**src/rtl/mcycle_scheduler.sv**
```systemverilog
// mcycle_scheduler: issues one MUL/DIV request at a time to a multi-cycle
// unit, tracks its destination register for decode hazard detection, and
// arbitrates the unit's result onto the shared register-file write port.
//
// Ports:
//   CLK, Reset                 clock, synchronous active-high reset
//   ReqValid/ReqReady          request handshake from decode
//   ReqOp                      0 = multiply, 1 = divide
//   ReqOp1, ReqOp2, ReqWA3     operands and destination register
//   RA1, RA2, RA3              decode source registers (hazard compare)
//   HazardStall                combinational: decode source hits pending dest
//   Flush                      cancel the pending operation's writeback
//   Start, MCycleOp            one-cycle command to the multi-cycle unit
//   Operand1, Operand2         registered operands to the unit
//   Busy, Done, Result         unit status and result
//   AluWE                      ALU owns the write port this cycle
//   WBValid, WBAddr, WBData    multi-cycle writeback (one-cycle pulse)
module mcycle_scheduler #(
  parameter int unsigned WIDTH = 32
) (
  input  logic             CLK,
  input  logic             Reset,
  input  logic             ReqValid,
  input  logic             ReqOp,
  input  logic [WIDTH-1:0] ReqOp1,
  input  logic [WIDTH-1:0] ReqOp2,
  input  logic [3:0]       ReqWA3,
  output logic             ReqReady,
  input  logic [3:0]       RA1,
  input  logic [3:0]       RA2,
  input  logic [3:0]       RA3,
  output logic             HazardStall,
  input  logic             Flush,
  output logic             Start,
  output logic             MCycleOp,
  output logic [WIDTH-1:0] Operand1,
  output logic [WIDTH-1:0] Operand2,
  input  logic             Busy,
  input  logic             Done,
  input  logic [WIDTH-1:0] Result,
  input  logic             AluWE,
  output logic             WBValid,
  output logic [3:0]       WBAddr,
  output logic [WIDTH-1:0] WBData
);

  localparam int unsigned AW = 4;

  typedef enum logic [1:0] {
    S_IDLE  = 2'd0,
    S_ISSUE = 2'd1,
    S_WAIT  = 2'd2,
    S_HOLD  = 2'd3
  } state_t;

  state_t           r_state;
  logic             r_pending;
  logic             r_discard;
  logic             r_start;
  logic             r_wb_valid;
  logic             r_mop;
  logic [WIDTH-1:0] r_opnd1;
  logic [WIDTH-1:0] r_opnd2;
  logic [AW-1:0]    r_wa3;
  logic [WIDTH-1:0] r_buf;
  logic [AW-1:0]    r_wb_addr;
  logic [WIDTH-1:0] r_wb_data;

  state_t           w_state_nxt;
  logic             w_pending_nxt;
  logic             w_discard_nxt;
  logic             w_start_nxt;
  logic             w_wb_nxt;
  logic             w_accept;
  logic             w_bypass;
  logic             w_capture;
  logic [WIDTH-1:0] w_wb_data_nxt;

  // Control state register
  always_ff @(posedge CLK) begin
    if (Reset) begin
      r_state    <= S_IDLE;
      r_pending  <= 1'b0;
      r_discard  <= 1'b0;
      r_start    <= 1'b0;
      r_wb_valid <= 1'b0;
    end else begin
      r_state    <= w_state_nxt;
      r_pending  <= w_pending_nxt;
      r_discard  <= w_discard_nxt;
      r_start    <= w_start_nxt;
      r_wb_valid <= w_wb_nxt;
    end
  end

  // Next-state and control decode
  always_comb begin
    w_state_nxt   = r_state;
    w_pending_nxt = r_pending;
    w_discard_nxt = r_discard;
    w_start_nxt   = 1'b0;
    w_wb_nxt      = 1'b0;
    w_accept      = 1'b0;
    w_bypass      = 1'b0;
    w_capture     = 1'b0;
    w_wb_data_nxt = r_buf;

    unique case (r_state)
      S_IDLE: begin
        // A flush in the same cycle suppresses the accept
        if (ReqValid && !Flush) begin
          w_accept      = 1'b1;
          w_pending_nxt = 1'b1;
          w_discard_nxt = 1'b0;
          // Divide by zero never reaches the unit; result is all-ones
          if (ReqOp && (ReqOp2 == '0)) begin
            w_bypass    = 1'b1;
            w_state_nxt = S_HOLD;
          end else begin
            w_state_nxt = S_ISSUE;
          end
        end
      end

      S_ISSUE: begin
        // Flushed ops are still issued; only their writeback is dropped
        if (Flush) begin
          w_discard_nxt = 1'b1;
          w_pending_nxt = 1'b0;
        end
        if (!Busy) begin
          w_start_nxt = 1'b1;
          w_state_nxt = S_WAIT;
        end
      end

      S_WAIT: begin
        if (Flush) begin
          w_discard_nxt = 1'b1;
          w_pending_nxt = 1'b0;
        end
        if (Done) begin
          if (r_discard || Flush) begin
            w_discard_nxt = 1'b0;
            w_pending_nxt = 1'b0;
            w_state_nxt   = S_IDLE;
          end else begin
            w_capture     = 1'b1;
            w_wb_data_nxt = Result;
            if (!AluWE) begin
              w_wb_nxt      = 1'b1;
              w_pending_nxt = 1'b0;
              w_state_nxt   = S_IDLE;
            end else begin
              w_state_nxt = S_HOLD;
            end
          end
        end
      end

      S_HOLD: begin
        if (Flush) begin
          w_pending_nxt = 1'b0;
          w_state_nxt   = S_IDLE;
        end else if (!AluWE) begin
          w_wb_nxt      = 1'b1;
          w_pending_nxt = 1'b0;
          w_state_nxt   = S_IDLE;
        end
      end

      default: w_state_nxt = S_IDLE;
    endcase
  end

  // Request latch, result buffer and writeback registers
  always_ff @(posedge CLK) begin
    if (Reset) begin
      r_mop     <= 1'b0;
      r_opnd1   <= '0;
      r_opnd2   <= '0;
      r_wa3     <= '0;
      r_buf     <= '0;
      r_wb_addr <= '0;
      r_wb_data <= '0;
    end else begin
      if (w_accept) begin
        r_mop   <= ReqOp;
        r_opnd1 <= ReqOp1;
        r_opnd2 <= ReqOp2;
        r_wa3   <= ReqWA3;
      end
      if (w_bypass) begin
        r_buf <= '1;
      end else if (w_capture) begin
        r_buf <= Result;
      end
      if (w_wb_nxt) begin
        r_wb_addr <= r_wa3;
        r_wb_data <= w_wb_data_nxt;
      end
    end
  end

  assign ReqReady    = (r_state == S_IDLE);
  assign HazardStall = r_pending && ((RA1 == r_wa3) || (RA2 == r_wa3) || (RA3 == r_wa3));
  assign Start       = r_start;
  assign MCycleOp    = r_mop;
  assign Operand1    = r_opnd1;
  assign Operand2    = r_opnd2;
  assign WBValid     = r_wb_valid;
  assign WBAddr      = r_wb_addr;
  assign WBData      = r_wb_data;

endmodule

```
**config.mk**
```make
export PLATFORM = sky130hd
export DESIGN_NAME = mcycle_scheduler
export DESIGN_NICKNAME = d
export VERILOG_FILES = /design/src/rtl/mcycle_scheduler.sv
export SDC_FILE = /design/constraint.sdc
export NUM_CORES = 1
export LEC_CHECK = 0
export CAP_MARGIN = 5
export CELL_PAD_IN_SITES_DETAIL_PLACEMENT = 1
export CELL_PAD_IN_SITES_GLOBAL_PLACEMENT = 2
export CORE_MARGIN = 2
export CORE_UTILIZATION = 27
export CTS_CLUSTER_DIAMETER = 100
export DETAILED_ROUTE_END_ITERATION = 16
export GPL_ROUTABILITY_DRIVEN = 0
export PLACE_DENSITY_LB_ADDON = 0.1
export SLEW_MARGIN = 20
export SYNTH_ARGS = -nofsm -noshare
export SYNTH_HDL_FRONTEND = slang
export SYNTH_SLANG_ARGS = --single-unit
export TNS_END_PERCENT = 20
```
**constraint.sdc**
```tcl
create_clock -name CLK -period 5.1 [get_ports CLK]
set_clock_uncertainty 0.15 [all_clocks]
set_input_delay 1.275 -clock CLK [delete_from_list [all_inputs] [get_ports CLK]]
set_output_delay 1.275 -clock CLK [all_outputs]
set_load 0.005 [all_outputs]
```
# After elaboration in Yosys (flattened, before gate mapping)
# Index checks and enable logic that the tools add are counted.
# word_totals
word_cells	79
in_bits	120
regBits	143
out_inout_bits	105
# op_classes
n_eq_ne	10
bitwise	1
n_mux	41
n_reduce_logical	15
# op_table
op	count
$mux W32	5
$logic_not A32 Y1	1
$mux W1	24
$mux W2	8
$eq A4 B4 Y1	3
$pmux W2 S4	1
$eq A2 B2 Y1 const B	2
$ne A2 B2 Y1 const B	2
$pmux W1 S4	1
$reduce_and A2 Y1	2
$reduce_and A4 Y1	1
$logic_and A1 B1 Y1	3
$logic_or A1 B1 Y1	3
$ne A3 B3 Y1 const B	1
$pmux W1 S3	1
$reduce_bool A3 Y1	1
$eq A2 B1 Y1 const B	1
$logic_not A2 Y1	1
$ne A2 B1 Y1 const B	1
$pmux W1 S2	1
$reduce_bool A2 Y1	1
$reduce_or A2 Y1	1
$logic_not A1 Y1	1
$not A1 Y1	1

# Logic depth before layout (Yosys ltp)
# depth
word_depth	6
depth_mapped	9
ltp_nobuf	6

# Worst setup path after synthesis
# No wires, ideal clock.
# synth_path
kind	input to output
from	input port RA2[1]
to	output port HazardStall
t_required_ns	3.675
arrival_time_ns	1.834
slack_ns	1.841
path_buffers	0
path_stages	3
cell_sequence	xor2_1 nor4_1 o31a_1
# synth_between
elab_chain_len	4
# synth_lines
item	line	text
from (decl)	30	input logic [3:0] RA2,
$eq A4 B4 Y1	206	assign HazardStall = r_pending && ((RA1 == r_wa3) || (RA2 == r_wa3) || (RA3 == r_wa3));
$logic_or A1 B1 Y1 (2 in series)	206	
$logic_and A1 B1 Y1	206	
to (decl)	32	output logic HazardStall,
# No other way between the ends.

# Worst setup path after layout
# layout_path
from	input port RA3[1]
to	output port HazardStall
# layout_between
elab_chain_len	3
# layout_lines
item	line	text
from (decl)	31	input logic [3:0] RA3,
$eq A4 B4 Y1	206	
$logic_or A1 B1 Y1	206	
$logic_and A1 B1 Y1	206	
# No other way between the ends.

==> run metrics <==
fin crit share=83.4%; Chip Width=151 um; flop2flop setup slack=2.65 ns; R2R Path Start=r_state[0]; Pwr per Cell Area=354 nW/um^2; DR DRC count=0; Synth top area share=49.1%; Final Max Slew Viols=0; synthesized area per cell=8.68 um^2; vias per inst=4.73; count leader, synth=nand2_1; Syn Nets=797; average wire per standard cell=17.0 um; Clock Tree Buf Depth=2; root buf cell=clkbuf_16; RSZ-0062 raised after global routing=no; gr usage total=17.3%; first-pass GRT wire length=30.7 mm; largest fanout on the critical path=1; initial antenna violation count=1; Hold WC Path Type=flop to flop; Max rail drop VDD=0.000244 V; status=finished, final reports clean; Async SR Flop Fraction=0%; WL final=19.7 mm; fraction of layout cells with a size suffix above 1=5.66%; core area=21100 um^2; Die Footprint=22800 um^2; postcts setup bufs=0; R2R cell count=7; routed vias=5490; Tot Pwr=0.00312 W; critical path endpoint=HazardStall; upper clock frequency limit=235 MHz; Setup TNS Final=0 ns; largest net degree at the start of global routing=95; H-tree Lvls=4; worst skew pair latency=0.41 ns; worst relative slew slack=27.3%; Post-synth EDFFs=0; Area contributors post-synth=dfxtp_1 49%, nand2_1 13%, a21oi_1 6.4%, mux2i_1 6.2%, nand3b_1 4.2%; CTS Hold Bufs=0; crit path DAT=2.83 ns; Area Growth Syn to Fin=51.3%; post-synthesis register bit count=143; Pleak=2.99 nW; Ys Warns=0; crit end category=output pin; hpwl dp=13.8 mm; First-pass DRT Iterations=4; Max Cap Viol=0; startpoint types=input port; io pins=225; Synth Flop Type=dfxtp_1; Die Y=151 um; vias in the first global route=5871; Gate Count Post-Synth=672; Antenna Nets Post-Route=0; Worst Setup SP=RA3[1]; num rows=53; CTS tree=built; hold_ws=0.306 ns; Initial Util=27.7%; Yosys top cell by area=dfxtp_1; grt total ovfl=0; fin nets=996; clk slew on worst S/H paths=0.07 ns; CTS buffer count=17; Commonest cells post-synth=203 x nand2_1, 143 x dfxtp_1, 74 x a21oi_1, 36 x mux2i_1, 34 x clkbuf_1; Critical Path RT=3.67 ns; endpoints failing setup=0; worst flop-to-flop path endpoint=WBData[0]; post-synthesis sequential area ratio=49.1%; clk sink count=143; Post-Syn Area=5830 um^2; critical path class=input port to output pin; Port Buf Inserts=224; worst slew pin tran=1.09 ns; synth unique cells=39; final count of hold timing violations=0; min cycle time layout=4.25 ns; DRT iter0 DRCs=137; Post-CTS Resized=0
-- worst max-delay path, cell delays in order --
cell and delay (ns):
clkdlybuf4s50_1 0.41, xor2_1 0.15, nor4_1 0.33, o31a_1 0.16
clkdlybuf4s50_1 0.49
-- sequential cells by signal, summed over array words and instances, names as in the netlist --
| signal | count |
|---|---|
| Operand1 | 32 |
| Operand2 | 32 |
| WBData | 32 |
| r_buf | 32 |
| WBAddr | 4 |
| r_wa3 | 4 |
| r_state | 2 |
| MCycleOp | 1 |
| Start | 1 |
| WBValid | 1 |
| r_discard | 1 |
| r_pending | 1 |
-- power breakdown --
group | switching [W] | internal, W | total (W)
registers | 0.0000635 | 0.00121 | 0.00128
logic | 0.000293 | 0.000324 | 0.000617
clock network | 0.000538 | 0.000690 | 0.00123
total | 0.000894 | 0.00223 | 0.00312
-- layout by cell type, fill, tap and decap left out, types with 2 or more instances in the layout --
| master | synthesis | routed |
|---|---|---|
| nand3b_1 | 33 | 33 |
| ha_1 | 5 | 5 |
| nor2_1 | 8 | 8 |
| clkdlybuf4s50_1 | 0 | 223 |
| dfxtp_1 | 143 | 143 |
| a211oi_1 | 2 | 2 |
| a21oi_1 | 74 | 74 |
| clkinv_2 | 0 | 2 |
| inv_8 | 0 | 3 |
| mux2i_1 | 36 | 36 |
| nor3b_1 | 2 | 2 |
| o21bai_1 | 33 | 32 |
| buf_4 | 6 | 10 |
| inv_1 | 3 | 3 |
| nor4_1 | 9 | 9 |
| clkbuf_16 | 0 | 17 |
| nand2_1 | 203 | 203 |
| nor2b_1 | 2 | 2 |
| clkinv_4 | 0 | 3 |
| a31oi_1 | 32 | 32 |
| inv_6 | 0 | 5 |
| nor3_1 | 3 | 3 |
| xor2_1 | 12 | 12 |
-- worst min-delay path by stage --
stage,from,end,slack (ns),cells past startpoint
finish,Operand1[23],Operand1[23],0.31,2
global route,Operand1[24],Operand1[24],0.33,2
CTS,Operand1[12],Operand1[12],0.31,2
detailed placement,Operand2[10],Operand2[10],0.30,2
global placement,Operand2[7],Operand2[7],0.29,2
floorplan,MCycleOp,MCycleOp,0.30,2
-- kinds of logic (layout without fill, tap and decap cells) --
| group | count (synthesis) | after routing | synth area share (%) |
|---|---|---|---|
| AO/OA/AOI/OAI | 148 | 148 | 15.3 |
| other | 0 | 1 | 0 |
| multiplexers | 36 | 36 | 6.18 |
| XOR/XNOR | 12 | 12 | 1.80 |
| adder cells (fa/ha/maj) | 5 | 5 | 1.07 |
| buffers and inverters | 56 | 268 | 4.70 |
| flip-flops | 143 | 143 | 49.1 |
| AND/OR/NAND/NOR | 272 | 272 | 21.8 |
-- metal layers --
layer,wire [um],vias up,GRT usage (%)
met3,1610,15,7.05
met2,9960,145,30.8
met4,245,0,5.47
li1,-,2694,-
met5,0,-,0
met1,7850,2636,18.7
-- final cells by class --
class                           count  area (um^2)
Fill cell                        2437        12300
Sequential cell                   143         2860
Multi-Input combinational cell    473         2720
Timing Repair Buffer              233         2310
Clock buffer                       17          425
Tap cell                          275          344
Clock inverter                     15          151
Inverter                            3         11.3
Antenna cell                        1         2.50
-- metrics by stage --
step           std cells  util, %  worst slack [ns]  cell area, um^2
2_1_floorplan        672        -              1.84             5830
3_3_place_gp        1127     39.1             0.860             8240
3_5_place_dp        1127     39.1             0.845             8240
4_1_cts             1159     41.8             0.844             8820
5_1_grt             1160     41.8             0.739             8820
6_report            1160     41.8             0.846             8820
Note: power is estimated with default switching activity, not from simulation.
